### src/rtl/ioctl_loader_fifo.sv
// Buffered bridge from the HPS ioctl download stream to the PC88 loader port.
// Define IOCTL_LDR_CHECKSUM_EN to keep a running 16-bit sum of delivered bytes on ldr_sum.
module ioctl_loader_fifo #(
    parameter int unsigned DEPTH = 4,
    parameter int unsigned AW    = 19
) (
    input  logic          clk_sys,
    input  logic          reset,
    input  logic          ioctl_download,
    input  logic          ioctl_wr,
    input  logic [AW-1:0] ioctl_addr,
    input  logic [7:0]    ioctl_dout,
    output logic          ioctl_wait,
    output logic [AW-1:0] ldr_adr,
    output logic [7:0]    ldr_wdat,
    output logic          ldr_wr,
    input  logic          ldr_ack,
    output logic          ldr_oe,
    output logic          ldr_done,
    output logic          ldr_ovf,
    output logic [15:0]   ldr_sum
);

    localparam int unsigned PW = $clog2(DEPTH);
    localparam int unsigned CW = PW + 1;
    localparam int unsigned EW = AW + 8;
    localparam logic [CW-1:0] FullCnt = CW'(DEPTH);

    typedef enum logic [0:0] {StIdle, StReq} state_e;

    logic [EW-1:0] mem_q [DEPTH];
    logic [PW-1:0] wptr_q, wptr_d;
    logic [PW-1:0] rptr_q, rptr_d;
    logic [CW-1:0] count_q, count_d;
    state_e        state_q, state_d;
    logic [AW-1:0] adr_q, adr_d;
    logic [7:0]    wdat_q, wdat_d;
    logic          act_q, act_d;
    logic          done_q, done_d;
    logic          ovf_q, ovf_d;
    logic          dl_q;
    logic          ack_q;

    logic full, empty, dl_rise, ack_rise, push, pop, start_req, done_set;

    assign full      = (count_q == FullCnt);
    assign empty     = (count_q == '0);
    assign dl_rise   = ioctl_download & ~dl_q;
    assign ack_rise  = ldr_ack & ~ack_q;
    assign push      = ioctl_wr & act_q & ~full;
    // A restart takes priority over any in-flight handshake.
    assign pop       = (state_q == StReq) & ack_rise & ~dl_rise;
    assign start_req = (state_q == StIdle) & ~empty & ~dl_rise;
    assign done_set  = act_q & ~ioctl_download & empty & (state_q == StIdle);

    // Pointers and occupancy; DEPTH is a power of two so pointers wrap naturally.
    always_comb begin
        wptr_d  = wptr_q;
        rptr_d  = rptr_q;
        count_d = count_q;
        if (dl_rise) begin
            wptr_d  = '0;
            rptr_d  = '0;
            count_d = '0;
        end else begin
            if (push) wptr_d = wptr_q + 1'b1;
            if (pop)  rptr_d = rptr_q + 1'b1;
            case ({push, pop})
                2'b10:   count_d = count_q + 1'b1;
                2'b01:   count_d = count_q - 1'b1;
                default: count_d = count_q;
            endcase
        end
    end

    // Drain FSM: head is latched on entry to StReq and held until the ack edge.
    always_comb begin
        state_d = state_q;
        adr_d   = adr_q;
        wdat_d  = wdat_q;
        unique case (state_q)
            StIdle: begin
                if (start_req) begin
                    state_d         = StReq;
                    {adr_d, wdat_d} = mem_q[rptr_q];
                end
            end
            StReq: begin
                if (dl_rise || ack_rise) state_d = StIdle;
            end
            default: state_d = StIdle;
        endcase
    end

    always_comb begin
        act_d  = act_q;
        done_d = done_q;
        ovf_d  = ovf_q;
        if (dl_rise) begin
            act_d  = 1'b1;
            done_d = 1'b0;
            ovf_d  = 1'b0;
        end else begin
            if (done_set) begin
                done_d = 1'b1;
                act_d  = 1'b0;
            end
            if (ioctl_wr && act_q && full) ovf_d = 1'b1;
        end
    end

    always_ff @(posedge clk_sys or posedge reset) begin
        if (reset) begin
            wptr_q  <= '0;
            rptr_q  <= '0;
            count_q <= '0;
            state_q <= StIdle;
            adr_q   <= '0;
            wdat_q  <= '0;
            act_q   <= 1'b0;
            done_q  <= 1'b0;
            ovf_q   <= 1'b0;
            dl_q    <= 1'b0;
            ack_q   <= 1'b0;
        end else begin
            wptr_q  <= wptr_d;
            rptr_q  <= rptr_d;
            count_q <= count_d;
            state_q <= state_d;
            adr_q   <= adr_d;
            wdat_q  <= wdat_d;
            act_q   <= act_d;
            done_q  <= done_d;
            ovf_q   <= ovf_d;
            dl_q    <= ioctl_download;
            ack_q   <= ldr_ack;
        end
    end

    // Storage needs no reset: occupancy alone decides what is valid.
    always_ff @(posedge clk_sys) begin
        if (push) mem_q[wptr_q] <= {ioctl_addr, ioctl_dout};
    end

`ifdef IOCTL_LDR_CHECKSUM_EN
    logic [15:0] sum_q, sum_d;

    always_comb begin
        sum_d = sum_q;
        if (dl_rise)  sum_d = '0;
        else if (pop) sum_d = sum_q + {8'h00, wdat_q};
    end

    always_ff @(posedge clk_sys or posedge reset) begin
        if (reset) sum_q <= '0;
        else       sum_q <= sum_d;
    end

    assign ldr_sum = sum_q;
`else
    assign ldr_sum = 16'h0000;
`endif

    assign ioctl_wait = full;
    assign ldr_adr    = adr_q;
    assign ldr_wdat   = wdat_q;
    assign ldr_wr     = (state_q == StReq);
    assign ldr_oe     = act_q;
    assign ldr_done   = done_q;
    assign ldr_ovf    = ovf_q;

endmodule

### config.mk
export PLATFORM = sky130hd
export DESIGN_NAME = ioctl_loader_fifo
export DESIGN_NICKNAME = d
export VERILOG_FILES = /design/src/rtl/ioctl_loader_fifo.sv
export SDC_FILE = /design/constraint.sdc
export NUM_CORES = 1
export LEC_CHECK = 0
export BUFFER_PORTS_ARGS = -buffer_cell sky130_fd_sc_hd__buf_2
export CORE_MARGIN = 2
export CORE_UTILIZATION = 48
export CTS_CLUSTER_DIAMETER = 100
export CTS_CLUSTER_SIZE = 16
export DETAILED_ROUTE_END_ITERATION = 16
export PLACE_DENSITY = 0.7
export SLEW_MARGIN = 30
export SYNTH_ARGS = -nofsm -noshare
export SYNTH_HDL_FRONTEND = slang
export SYNTH_SLANG_ARGS = --single-unit
### constraint.sdc
create_clock -name clk_sys -period 2 [get_ports clk_sys]
set_clock_uncertainty 0.1 [all_clocks]
set_input_delay 0.1 -clock clk_sys [delete_from_list [all_inputs] [get_ports clk_sys]]
set_output_delay 0.1 -clock clk_sys [all_outputs]
set_load 0.01 [all_outputs]
==> run_results.csv <==
group,metric,value,unit
clock_network,worstSkewPairLatency,0.41,ns
pwr,intPower,7670,uW
route,ant_nets,0,
logic_synthesis,yosysUniqueCellTypes,37,
floorplan,core-area,11900,um2
floorplan,start_util,0.487,
timing,max_slew_margin,0.482,
logic_synthesis,ys.flop_type,"edfxtp_1",
timing,worstMarginPinSlew,0.778,ns
route,routedWlPerCell,18.3,um
clock_network,clock_path_buffers,2,
timing,finalCritPeriodShare,1.00,
critical_path,regToRegEndpoint,"mem_q[3][16]$_DFFE_PP_",
clock_network,htree_levels,4,
global_routing,antenna_found_initial,0,
route,drt_iter0_markers,111,
clock_network,clk_pin_slew_worst_paths,0.06,ns
global_routing,grt_pass1_vias,2961,
timing,period_needed,2.00,ns
place,io_buffers,63,
cells_and_area,num-fill-cells,853,
global_routing,grt_overflow_total,0,
timing,rsz0062_at_grt,"true",
pwr,power.switching,2860,uW
floorplan,die_width,114,um
pwr,p_clk_frac,0.303,
logic_synthesis,synth_edf_count,108,
route,route.detailed.drc,0,
clock_network,cts_tree,"built",
critical_path,arrival,1.94,ns
min_path,hp-class,"input pin to async pin",
cells_and_area,layout.area.seq,4250,um2
logic_synthesis,synth_seq_area_share,0.735,
floorplan,die_h,114,um
global_routing,grt_start_max_net_pins,28,
cells_and_area,multi_input_area,1380,um2
run_status,status,"finished, violations left",
critical_path,worstSetupEndpointType,"flop",
pwr,p_per_area,1470,nW/um2
timing,setup_viol,5,
cells_and_area,drive_gt1_frac,0.414,
timing,fmax,0.500,GHz
logic_synthesis,avgSynthCellArea,20.4,um2
timing,setup_ws,-0.00137,ns
pwr,peakVddDrop,0.646,mV
logic_synthesis,netlist_area,5780,um2
critical_path,reg2reg_slack,-0.001,ns
place,globalplace.congestion,0.775,
logic_synthesis,netlist_instances,283,
global_routing,grt_pass1_wl,15.9,mm
route,vias_per_cell,5.13,
timing,finalMaxSlewViolations,0,
pwr,p_comb_frac,0.275,
critical_path,crit_path_max_fanout,27,
floorplan,dieArea,12900,um2
floorplan,rows,40,
route,via_count,2873,
critical_path,crit_type,"flop to flop",
route,drt_first_pass_iters,4,
place,dp_hpwl,6.13,mm
clock_network,root_buffer,"clkbuf_16",
critical_path,crit_required,1.94,ns
timing,hold_viol,0,
global_routing,grt.total_usage,0.170,
run_status,violations,"setup timing",
logic_synthesis,ys_warn_count,0,
job,drv_cap,0,
pwr,swShare,0.272,
clock_network,cts_buffers,17,
timing,hold_slack,0.0637,ns
clock_network,clock-sinks,148,
pwr,leakagePower,0.00274,uW
cells_and_area,fin_cells,560,
critical_path,reg2reg_depth,3,
timing,tns,-0.00507,ns
pwr,finalPower,10500,uW
logic_synthesis,ys_ff_latch,148,
floorplan,ios,80,
critical_path,critPathLaunchType,"flop",
cells_and_area,finalNetCount,437,
cells_and_area,synthToLayoutAreaGrowth,24.3,%
pwr,seqPwrFrac,0.422,
critical_path,r2r_start,"count_q[2]$_DFFE_PP0P_",
cells_and_area,diodes,0,
place,dp.cells,493,
route,routed_wirelength,10.3,mm
logic_synthesis,synth-async-reset-ratio,0.270,
place,dp_slack,-0.0216,ns
## logic make-up (layout without fill, tap and decap cells)
family                   after synthesis  in the layout  synth area share
XOR/XNOR                               3              3           0.00455
other                                  1             16          0.000649
adder cells (fa/ha/maj)                5              5            0.0121
AO/OA/AOI/OAI                          8              8           0.00758
multiplexers                          57             57             0.169
flip-flops                           148            148             0.735
buffers and inverters                 29            144            0.0383
AND/OR/NAND/NOR                       32             32            0.0331
## power groups by stage
stage / registers (uW) / clock network [uW] / logic [uW]
after global placement: 4460 / 0 / 2760
after CTS: 4460 / 3220 / 2890
after global routing: 4530 / 3360 / 3140
final: 4450 / 3190 / 2900
after detailed placement: 4500 / 0 / 2830
after floorplan: 4580 / 0 / 1840
## stage by stage
stage,utilization,cell area [um2]
floorplan,-,5830
global placement,0.525,6230
detailed placement,0.525,6230
CTS,0.602,7140
global route,0.606,7180
finish,0.606,7180
## routing by layer
metal / track usage / routed length [um] / share of wire
met5: 0 / 0 / 0
met4: 0.0854 / 243 / 0.024
met3: 0.0430 / 474 / 0.046
met2: 0.274 / 5200 / 0.51
met1: 0.219 / 4330 / 0.42
## synth_stat cells (4+ instances only)
library cell / number / share of area
edfxtp_1: 108 / 0.56
dfrtp_1: 40 / 0.17
mux4_2: 26 / 0.10
buf_4: 17 / 0.022
mux2_2: 17 / 0.033
nor2_1: 9 / 0.0058
mux2_4: 8 / 0.021
and3_1: 5 / 0.0054
buf_6: 4 / 0.0078
ha_1: 4 / 0.0087
nand2_1: 4 / 0.0026
o21ai_0: 4 / 0.0035
## state kept, by name, indices dropped and copies added, names as in the netlist
register	count
mem_q	108
ack_q	1
wptr_q	2
ldr_ovf	1
ldr_oe	1
dl_q	1
count_q	3
ldr_adr	19
ldr_done	1
ldr_wdat	8
rptr_q	2
ldr_wr	1
## repair_timing
action                     CTS  global route
setup endpoints to repair    2            20
hold buffers                30             0
resized for setup            1             3
hold endpoints to repair   152             0
buffers inserted             0             5
pin swaps                    0             3
## worst max-delay path by stage
stage	start	to	cells past startpoint	slack (ns)
after floorplan	count_q[0]$_DFFE_PP0P_	count_q[1]$_DFFE_PP0P_	7	0.03
after global placement	count_q[0]$_DFFE_PP0P_	count_q[1]$_DFFE_PP0P_	7	0.06
after detailed placement	count_q[2]$_DFFE_PP0P_	count_q[2]$_DFFE_PP0P_	7	-0.02
after CTS	count_q[2]$_DFFE_PP0P_	ldr_adr[3]$_DFFE_PP0P_	4	0.03
after global routing	count_q[2]$_DFFE_PP0P_	mem_q[3][4]$_DFFE_PP_	3	-0.07
final	count_q[2]$_DFFE_PP0P_	mem_q[3][16]$_DFFE_PP_	3	-0.001
## worst max-delay path, cell delays in order (launching register included)
cell and delay [ns]:
dfrtp_1 0.41, or3b_4 0.29, buf_4 0.12, and3_2 0.68
## placed cells by master (no fill, tap or decap), types with 2 or more instances in the layout
cell type | synthesis | routed
nand2_1 | 4 | 4
dlygate4sd3_1 | 0 | 30
clkbuf_1 | 0 | 3
buf_2 | 2 | 63
clkbuf_16 | 0 | 17
o21ai_0 | 4 | 3
and3_2 | 0 | 4
dfrtp_1 | 40 | 39
ha_1 | 4 | 4
clkbuf_8 | 0 | 3
clkinv_2 | 0 | 4
mux2_2 | 17 | 17
inv_1 | 3 | 2
mux2i_1 | 3 | 3
conb_1 | 1 | 16
edfxtp_1 | 108 | 108
a21oi_1 | 3 | 3
nand2b_1 | 2 | 2
mux4_2 | 26 | 26
nor3_1 | 2 | 2
buf_12 | 1 | 2
mux2_4 | 8 | 8
mux2_1 | 2 | 2
bufinv_16 | 0 | 3
buf_4 | 17 | 13
nand3b_1 | 2 | 2
xnor2_1 | 2 | 2
nor2_1 | 9 | 9
## layout make-up
cell class	instances	area share
well taps	147	0.0256
clock inverters	9	0.0176
flip-flops and latches	148	0.591
multi-input cells	121	0.192
repair buffers	108	0.105
inverters	4	0.00244
clock buffers	23	0.0665
Note: power is estimated with default switching activity, not from simulation.
